`config.mk`:
```
export PLATFORM = sky130hd
export DESIGN_NAME = adc_meas_sequencer
export DESIGN_NICKNAME = d
export VERILOG_FILES = /design/src/rtl/adc_meas_sequencer.sv
export SDC_FILE = /design/constraint.sdc
export NUM_CORES = 1
export LEC_CHECK = 0
export ABC_AREA = 1
export BUFFER_PORTS_ARGS = -buffer_cell sky130_fd_sc_hd__buf_2
export CORE_AREA = 2 2 102 104
export CTS_BUF_LIST = sky130_fd_sc_hd__clkbuf_4 sky130_fd_sc_hd__clkbuf_8 sky130_fd_sc_hd__clkbuf_16
export DETAILED_ROUTE_END_ITERATION = 8
export DIE_AREA = 0 0 104 106
export PLACE_DENSITY = 0.68
export SLEW_MARGIN = 5
export SYNTH_ARGS = -nofsm -noshare
export SYNTH_HDL_FRONTEND = slang
export SYNTH_SLANG_ARGS = --single-unit
```
`constraint.sdc`:
```
create_clock -name clk -period 5.4 [get_ports clk]
set_clock_uncertainty 0.1 [all_clocks]
set_input_delay 0.27 -clock clk [delete_from_list [all_inputs] [get_ports clk]]
set_output_delay 0.27 -clock clk [all_outputs]
set_load 0.005 [all_outputs]
```
`src/rtl/adc_meas_sequencer.sv`:
```
// adc_meas_sequencer: paces ADC conversions after power-up settling, averages 2^AVG_LOG2 results, decodes a voltage band.
// Latency: conv_start one cycle after an enabled period tick; avg_volt/led_n/avg_valid one cycle after the closing conv_done.
// Backpressure: none; conv_done outside WAIT is dropped, and a period tick while busy is skipped and flagged as overrun.
module adc_meas_sequencer #(
  parameter int unsigned STARTUP_CYC = 65535,
  parameter int unsigned PERIOD_CYC  = 8000,
  parameter int unsigned AVG_LOG2    = 2,
  parameter int unsigned TIMEOUT_CYC = 2000,
  parameter logic [15:0] TH1         = 16'h6500,
  parameter logic [15:0] TH2         = 16'h7500,
  parameter logic [15:0] TH3         = 16'h8500
) (
  input  logic        clk,
  input  logic        rst,
  input  logic        enable,
  input  logic        err_clr,
  output logic        conv_start,
  input  logic        conv_done,
  input  logic [15:0] conv_data,
  output logic        avg_valid,
  output logic [15:0] avg_volt,
  output logic [4:0]  led_n,
  output logic        timeout_err,
  output logic        overrun_err
);

  // Counter widths: $clog2(N) bits are enough to hold the terminal value N-1.
  localparam int unsigned SU_W  = (STARTUP_CYC > 1) ? $clog2(STARTUP_CYC) : 1;
  localparam int unsigned PER_W = (PERIOD_CYC > 1)  ? $clog2(PERIOD_CYC)  : 1;
  localparam int unsigned TO_W  = (TIMEOUT_CYC > 1) ? $clog2(TIMEOUT_CYC) : 1;
  localparam int unsigned CNT_W = AVG_LOG2 + 1;
  // 2^AVG_LOG2 samples of 16 bits cannot overflow 16+AVG_LOG2 bits.
  localparam int unsigned ACC_W = 16 + AVG_LOG2;

  localparam logic [SU_W-1:0]  SU_LAST  = SU_W'(STARTUP_CYC - 1);
  localparam logic [PER_W-1:0] PER_LAST = PER_W'(PERIOD_CYC - 1);
  localparam logic [TO_W-1:0]  TO_LAST  = TO_W'(TIMEOUT_CYC - 1);
  localparam logic [CNT_W-1:0] SMP_LAST = CNT_W'((2 ** AVG_LOG2) - 1);

  typedef enum logic [1:0] {
    ST_STARTUP = 2'd0,
    ST_IDLE    = 2'd1,
    ST_START   = 2'd2,
    ST_WAIT    = 2'd3
  } state_t;

  state_t            state;
  state_t            state_nxt;

  logic [SU_W-1:0]   startup_cnt;
  logic [PER_W-1:0]  period_cnt;
  logic [TO_W-1:0]   wait_cnt;
  logic [CNT_W-1:0]  sample_cnt;
  logic [ACC_W-1:0]  acc;
  logic [ACC_W-1:0]  acc_sum;

  logic              startup_done;
  logic              tick;
  logic              accept;
  logic              wait_expired;
  logic              avg_last;
  logic              ovr_hit;
  logic              idle_hold;
  logic [15:0]       avg_next;
  logic [4:0]        band_led_n;

  // The period counter only runs once settling is over, so tick never fires in STARTUP.
  assign startup_done = (state == ST_STARTUP) && (startup_cnt == SU_LAST);
  assign tick         = (state != ST_STARTUP) && (period_cnt == PER_LAST);

  // conv_done counts only in WAIT; on the timeout cycle it still wins over the timeout.
  assign accept       = (state == ST_WAIT) && conv_done;
  assign wait_expired = (state == ST_WAIT) && !conv_done && (wait_cnt == TO_LAST);
  assign avg_last     = accept && (sample_cnt == SMP_LAST);

  // A tick while a conversion is outstanding is dropped, not queued.
  assign ovr_hit      = tick && ((state == ST_START) || (state == ST_WAIT));
  assign idle_hold    = (state == ST_IDLE) && !enable;

  // Sum including the closing sample; the truncating divide is just a bit slice.
  assign acc_sum      = acc + ACC_W'(conv_data);
  assign avg_next     = acc_sum[AVG_LOG2 +: 16];

  // State register.
  always_ff @(posedge clk) begin
    if (rst) begin
      state <= ST_STARTUP;
    end else begin
      state <= state_nxt;
    end
  end

  // Next-state and conv_start decode.
  always_comb begin
    state_nxt  = state;
    conv_start = 1'b0;
    case (state)
      ST_STARTUP: begin
        if (startup_done) begin
          state_nxt = ST_IDLE;
        end
      end
      ST_IDLE: begin
        if (tick && enable) begin
          state_nxt = ST_START;
        end
      end
      ST_START: begin
        conv_start = 1'b1;
        state_nxt  = ST_WAIT;
      end
      ST_WAIT: begin
        // enable is deliberately ignored here: an issued conversion always completes.
        if (conv_done || wait_expired) begin
          state_nxt = ST_IDLE;
        end
      end
      default: begin
        state_nxt = ST_STARTUP;
      end
    endcase
  end

  // Power-up settling counter: 0..STARTUP_CYC-1, then parked at zero.
  always_ff @(posedge clk) begin
    if (rst) begin
      startup_cnt <= '0;
    end else if (state == ST_STARTUP) begin
      startup_cnt <= startup_done ? '0 : startup_cnt + 1'b1;
    end else begin
      startup_cnt <= '0;
    end
  end

  // Free-running period counter, zero on the first IDLE cycle and wrapping at PERIOD_CYC-1.
  always_ff @(posedge clk) begin
    if (rst) begin
      period_cnt <= '0;
    end else if ((state == ST_STARTUP) || tick) begin
      period_cnt <= '0;
    end else begin
      period_cnt <= period_cnt + 1'b1;
    end
  end

  // Conversion watchdog: cleared on the way into WAIT, counts every WAIT cycle.
  always_ff @(posedge clk) begin
    if (rst) begin
      wait_cnt <= '0;
    end else if (state == ST_START) begin
      wait_cnt <= '0;
    end else if (state == ST_WAIT) begin
      wait_cnt <= wait_cnt + 1'b1;
    end
  end

  // Sample accumulator: cleared when an average closes or while parked in IDLE with enable low.
  always_ff @(posedge clk) begin
    if (rst) begin
      acc        <= '0;
      sample_cnt <= '0;
    end else if (avg_last) begin
      acc        <= '0;
      sample_cnt <= '0;
    end else if (accept) begin
      acc        <= acc_sum;
      sample_cnt <= sample_cnt + 1'b1;
    end else if (idle_hold) begin
      acc        <= '0;
      sample_cnt <= '0;
    end
  end

  // Band decode of the average being formed, so led_n lands together with avg_volt.
  always_comb begin
    band_led_n = 5'b11111;
    if (avg_next == 16'h0000) begin
      band_led_n[0] = 1'b0;
    end else if (avg_next <= TH1) begin
      band_led_n[1] = 1'b0;
    end else if (avg_next <= TH2) begin
      band_led_n[2] = 1'b0;
    end else if (avg_next <= TH3) begin
      band_led_n[3] = 1'b0;
    end else begin
      band_led_n[4] = 1'b0;
    end
  end

  // Result registers: avg_valid is a one-cycle strobe, avg_volt/led_n hold until the next average.
  always_ff @(posedge clk) begin
    if (rst) begin
      avg_valid <= 1'b0;
      avg_volt  <= '0;
      led_n     <= 5'b11111;
    end else begin
      avg_valid <= avg_last;
      if (avg_last) begin
        avg_volt <= avg_next;
        led_n    <= band_led_n;
      end
    end
  end

  // Sticky error flags; a new event in the same cycle as err_clr keeps the flag set.
  always_ff @(posedge clk) begin
    if (rst) begin
      timeout_err <= 1'b0;
      overrun_err <= 1'b0;
    end else begin
      timeout_err <= wait_expired | (timeout_err & ~err_clr);
      overrun_err <= ovr_hit | (overrun_err & ~err_clr);
    end
  end

endmodule
```
# Word level (Yosys, flattened, before mapping)
# Cells that the tools add are included.
[word_totals]
input_bits = 21
out_inout_bits = 25
ff_bits = 87
word_cells = 75
[classes]
eq_ne = 10
reduce_logical = 23
bitwise_logic = 6
mux = 17
addsub = 5
magnitude_cmp = 3
[ops]
columns = ["operator", "n"]
rows = [
  ["18-bit 2-to-1 mux", 2],
  ["16-bit by 15-bit less-or-equal comparator with 1-bit output, second input constant", 2],
  ["18-bit by 16-bit adder with 18-bit output", 1],
  ["16-bit by 1-bit adder with 16-bit output, second input constant", 1],
  ["16-bit equality test, second input constant", 1],
  ["16-bit less-or-equal comparator, second input constant", 1],
  ["16-bit zero test", 1],
  ["13-bit by 1-bit adder with 13-bit output, second input constant", 1],
  ["13-bit equality test, second input constant", 1],
  ["11-bit by 1-bit adder with 11-bit output, second input constant", 1],
  ["11-bit equality test, second input constant", 1],
  ["1-bit logical AND", 9],
  ["3-bit 2-to-1 mux", 3],
  ["2-bit 2-to-1 mux", 4],
  ["2-bit case mux with 4 select lines", 1],
  ["1-bit 2-to-1 mux", 6],
  ["2-bit OR reduction", 3],
  ["2-bit equality test, second input constant", 2],
  ["4-bit 2-to-1 mux", 1],
  ["2-bit by 1-bit inequality test with 1-bit output, second input constant", 2],
  ["2-bit nonzero test", 2],
  ["3-bit by 1-bit adder with 3-bit output, second input constant", 1],
  ["3-bit by 2-bit equality test with 1-bit output, second input constant", 1],
  ["1-bit logical OR", 3],
  ["other kinds (9)", 13],
]

# Longest topological paths before layout
[depth]
ltp_word = 6
ltp_mapped = 22
mapped_depth_nobuf = 21

# Worst setup path after synthesis
# No wires, ideal clock.
[synth_path]
path_type = "register to register"
startpoint = "reg acc[0]"
endpoint = "reg led_n[2]"
t_arrival_ps = 2126
period_less_slack_ps = 2335
stages_incl_launch_ff = 22
setup_slack_ps = 3065
cell_sequence = "dfxtp_1 > ha_1 > inv_1 > fa_1 > inv_1 > nand3_1 > nand2_1 > nand2_1 > nand2_1 > nand2_1 > nand2_1 > nand2_1 > nand2_2 > nand2_1 > nor2_2 > nand2_1 > nand2_1 > nand2_2 > nor2_4 > nand2_1 > nand2_1 > inv_1"
[synth_via]
elab_chain_cells = 5
word_cells_on_any_way = 7
cone_classes = "add/sub (1); order compare (2); mux (3); reduce/logical (1)"
[synth_lines]
columns = ["item", "line_no", "text"]
rows = [
  ["start, declared", "54", "logic [ACC_W-1:0] acc;"],
  ["start signal, assigned", "166", "acc <= acc_sum;"],
  ["18-bit by 16-bit adder with 18-bit output *", "81", "assign acc_sum = acc + ACC_W'(conv_data);"],
  ["16-bit by 15-bit less-or-equal comparator with 1-bit output", "181", "end else if (avg_next <= TH2) begin"],
  ["1-bit 2-to-1 mux", "181", ""],
  ["3-bit 2-to-1 mux", "179", "end else if (avg_next <= TH1) begin"],
  ["4-bit 2-to-1 mux *", "177", "if (avg_next == 16'h0000) begin"],
  ["end signal, assigned", "200", "led_n <= band_led_n;"],
  ["end, declared", "22", "output logic [4:0] led_n,"],
]
# Every way passes the cells marked *; elsewhere a longest branch is shown, timed or not.
# A chain may end at the register's enable or synchronous reset.

# Worst setup path after layout
[layout_path]
startpoint = "reg state[0]"
endpoint = "reg avg_volt[5]"
[layout_via]
elab_chain_cells = 3
[layout_lines]
columns = ["item", "line_no", "text"]
rows = [
  ["start, declared", "47", "state_t state;"],
  ["start signal, assigned", "89", "state <= state_nxt;"],
  ["2-bit equality test", "72", "assign accept = (state == ST_WAIT) && conv_done;"],
  ["1-bit logical AND", "72", ""],
  ["1-bit logical AND", "74", "assign avg_last = accept && (sample_cnt == SMP_LAST);"],
  ["end signal, assigned", "199", "avg_volt <= avg_next;"],
  ["end, declared", "21", "output logic [15:0] avg_volt,"],
]
# Every way passes these cells.

==> impl_results.md <==
* First-pass GRT wire length at approximately 18 mm
* TritonCTS clock tree: built
* Post-synth EDFFs at 0
* Area occupied by multi-input gates at 2640 sq um
* CP cell instances: ha_1 -> nand2_1 -> inv_2 -> nand2_1 -> nand2_1 -> inv_1 -> a22o_1
* Async SR Flop Fraction at 0%
* # setup viols final at 0
* Routability cong. at between 0.9 and 1
* Met3 Use GR at 5.40%
* Die Area at 11000 sq um
* I/O Buffers at 45
* Post-layout minimum cycle time at just over 3 ns
* Period Utilization, post-route at 57.6%
* Synth-to-layout area growth at 11.1%
* Post-synthesis compound-gate area fraction at between 9 and 10%
* Dpl hpwl at roughly 8.6 mm
* Cell leakage power at around 2.5 nW
* # IOs at between 40 and 50
* Post-synth top area cell: dfxtp_1
* Core area at ~10000 sq um
* Die Width at about 100 microns
* Reg area at 1740 sq um
* Internal at between 0.9 and 1 mW
* Critical path class: reg -> reg
* GR Util All Layers at about a fifth
* Nature of the critical path startpoint: flop
* Endpoints failing hold at 0
* Cell family with most CP delay: simple AND/OR/NAND/NOR gates
* Ant diodes at 0
* # rows at 37
* Xor/xnor share of the synthesized area at under 10%
* Crit-path max cell delay at ~0.66 ns
* DR pass1 iterations at 6
* Sw Pwr at 0.385 mW
* Req. time, crit path at about 5.6 ns
* Simple-Gate Fraction of Synth Area at a little over a third
* Overflow after GRT at 0
* Total Wirelength at 10.9 mm
* 1st-iter DRT viols at 190
* Wire per inst at between 10 and 15 microns
* Crit path buf inv count at 2
* CP Data Arrival Time at ~3.3 ns
* Antenna-violating nets left at 0
* Synthesized area at 4850 sq um
* Slew Limit Fails at 0
* CTS sink cnt at 87
* CP Max Fanout at 25
* Filler cell count at roughly 1000
* Hold buffer count at CTS at 0
* Post-synthesis sequential area ratio at ~36%
* Net Count, Synth at 772
* Placement Cell Area at 5190 sq um
* PnR worst setup slack at ~2.3 ns
* Chip Height at 106 microns
* Top_reg_cell synth: dfxtp_1
* Vias/cell at 4.90
* Unrepaired setup endpoints after global routing: false
* Commonest cells post-synth: nand2_1, inv_1, dfxtp_1, nor2_1, a21oi_1
* Total number of vias at 4454
* Power Dens Cells at about 250 nW/um^2
* Largest net degree at the start of global routing at 26
* Largest family of logic cells by synthesized area: simple AND/OR/NAND/NOR gates
* Share of cells above drive strength 1 at 12.8%
* Post-CTS Resized at 0
* DRC at 0
* Clk Latency, worst-skew pair at 0.35 ns
* Hold Crit Class: in -> reg
* Initial core utilization at 48.5%
* Mux share of post-synthesis cell area at 0%
* NumNets Final at just over 800
* Hold WS at ~0.076 ns
* Total of warnings raised by yosys at 0
* Switching portion of total power at between 20% and 30%
* Slowest cell on crit path: nand2_1
* Clock buffer depth at 2
* CTS H-Tree Depth at 3
* Setup_tns at 0 ns
* Adder-cell share of the synthesized area at between 7 and 8%
* FF+latch count, synth at a little under 90
* Area contributors post-synth: dfxtp_1, nand2_1, inv_1, ha_1, a21oi_1
* Synth unique cells at 38
* Slew headroom at about 44%
* Worst Tran Pin Value at ~0.84 ns
* CTS root buf: clkbuf_8
* Met2 Resource Use GR at a little over a third
* Cells after synthesis at 724
* Gr busiest metal: met2
* Top-count cell post-synth: nand2_1
* Max Cap Violations at 0
* Sequential power share at between 50 and 60%
* Status: complete, no violations
* Register clock-pin slew on the reported worst setup and hold paths at 0.08 ns
* CP most frequent cell: nand2_1
* Peak VDD IR at between 0.15 and 0.2 mV
* TritonCTS Buffers at 9
* Fmax at approximately 0.32 GHz
* Synth top area share at between 30% and 40%
* Met1 usage at between 20% and 30%
* Post-synthesis area per instance at around 6.7 sq um
* Clock power frac at roughly 33%
* Setup crit end kind: flop
* Post-route cell area at ~5400 sq um
* Vias in the first global route at slightly above 4000
* Place WS at roughly 2.3 ns
* # Post-CTS Setup Buffers at 0
* Comb pwr share at between 15 and 20%
* Initial antenna violation count at 0
[final timing paths]
| path | startpoint | slack (ns) | depth (start not counted) | endpoint |
|---|---|---|---|---|
| worst max-delay path | state[0]$_SDFFE_PP0P_ | 2.29 | 7 | avg_volt[5]$_SDFFE_PP0P_ |
| worst min register to register | period_cnt[0]$_SDFF_PP0_ | 0.35 | 1 | period_cnt[0]$_SDFF_PP0_ |
| worst max register to register | state[0]$_SDFFE_PP0P_ | 2.29 | 7 | avg_volt[5]$_SDFFE_PP0P_ |
| worst min-delay path | err_clr | 0.08 | 4 | timeout_err$_SDFF_PP0_ |
[worst reg2reg max path: stages, from the launching register on]
cell     delay (ns)
dfxtp_1        0.38
ha_1           0.36
nand2_1        0.19
inv_2          0.30
nand2_1        0.20
nand2_1        0.66
inv_1          0.47
a22o_1         0.34
[power groups by stage]
| stage | logic (mW) | registers (mW) | clock network, mW |
|---|---|---|---|
| after floorplan | 0.165 | 0.690 | 0 |
| after detailed placement | 0.217 | 0.695 | 0 |
| after CTS | 0.218 | 0.680 | 0.455 |
| final | 0.218 | 0.680 | 0.445 |
| after global placement | 0.213 | 0.693 | 0 |
| after global routing | 0.246 | 0.682 | 0.481 |
[per-layer routing]
| metal | wire length (microns) | up-vias | share of wire (%) |
|---|---|---|---|
| met5 | 0 | - | 0 |
| met4 | 153 | 0 | 1.4 |
| met3 | 552 | 14 | 5.0 |
| met2 | 5110 | 100 | 47 |
| met1 | 5110 | 1967 | 47 |
| li1 | - | 2373 | - |
[layout make-up]
| type | count | share of cell area, % |
|---|---|---|
| inverters | 111 | 7.74 |
| clock buffers | 11 | 2.70 |
| clock inverters | 3 | 0.836 |
| repair buffers | 45 | 4.18 |
| flip-flops and latches | 87 | 32.3 |
| multi-input cells | 516 | 49.0 |
| well taps | 136 | 3.16 |
[stage by stage]
step	power (mW)	utilization, %	cells
4_1_cts	1.35	53.9	909
5_1_grt	1.41	53.9	909
3_3_place_gp	0.906	52.0	895
3_5_place_dp	0.912	52.0	895
6_report	1.34	53.9	909
2_1_floorplan	0.856	-	724
[layout by cell type (no fill, tap or decap), types with 2 or more instances in the layout]
| master | count |
|---|---|
| ha_1 | 26 |
| inv_1 | 103 |
| nor2_2 | 8 |
| nor2_1 | 60 |
| clkinvlp_4 | 2 |
| and2_1 | 2 |
| nor3_1 | 13 |
| a22o_1 | 3 |
| nand3_1 | 43 |
| nand4_1 | 12 |
| xnor2_1 | 5 |
| or2_2 | 6 |
| a21oi_1 | 49 |
| xor2_1 | 10 |
| nand2_2 | 13 |
| inv_2 | 7 |
| nand2_1 | 219 |
| nand3b_1 | 2 |
| clkbuf_8 | 10 |
| buf_2 | 45 |
| dfxtp_1 | 87 |
| nor3b_1 | 5 |
| a31oi_1 | 2 |
| nand3_2 | 2 |
| o22ai_1 | 2 |
| o21ai_0 | 23 |
[logic make-up after synthesis]
logic type / Yosys count
AOI/OAI and AO/OA: 83
DFF: 87
and+or+nand+nor: 391
adders and majority gates: 27
xor gates and xnor gates: 15
buffers and inverters: 121
[sequential cells by signal, summed over array words and instances (netlist names)]
| register | flops |
|---|---|
| sample_cnt | 3 |
| timeout_err | 1 |
| avg_volt | 16 |
| led_n | 5 |
| overrun_err | 1 |
| acc | 18 |
| avg_valid | 1 |
| state | 2 |
| wait_cnt | 11 |
| startup_cnt | 16 |
| period_cnt | 13 |
Note: power is estimated with default switching activity, not from simulation.
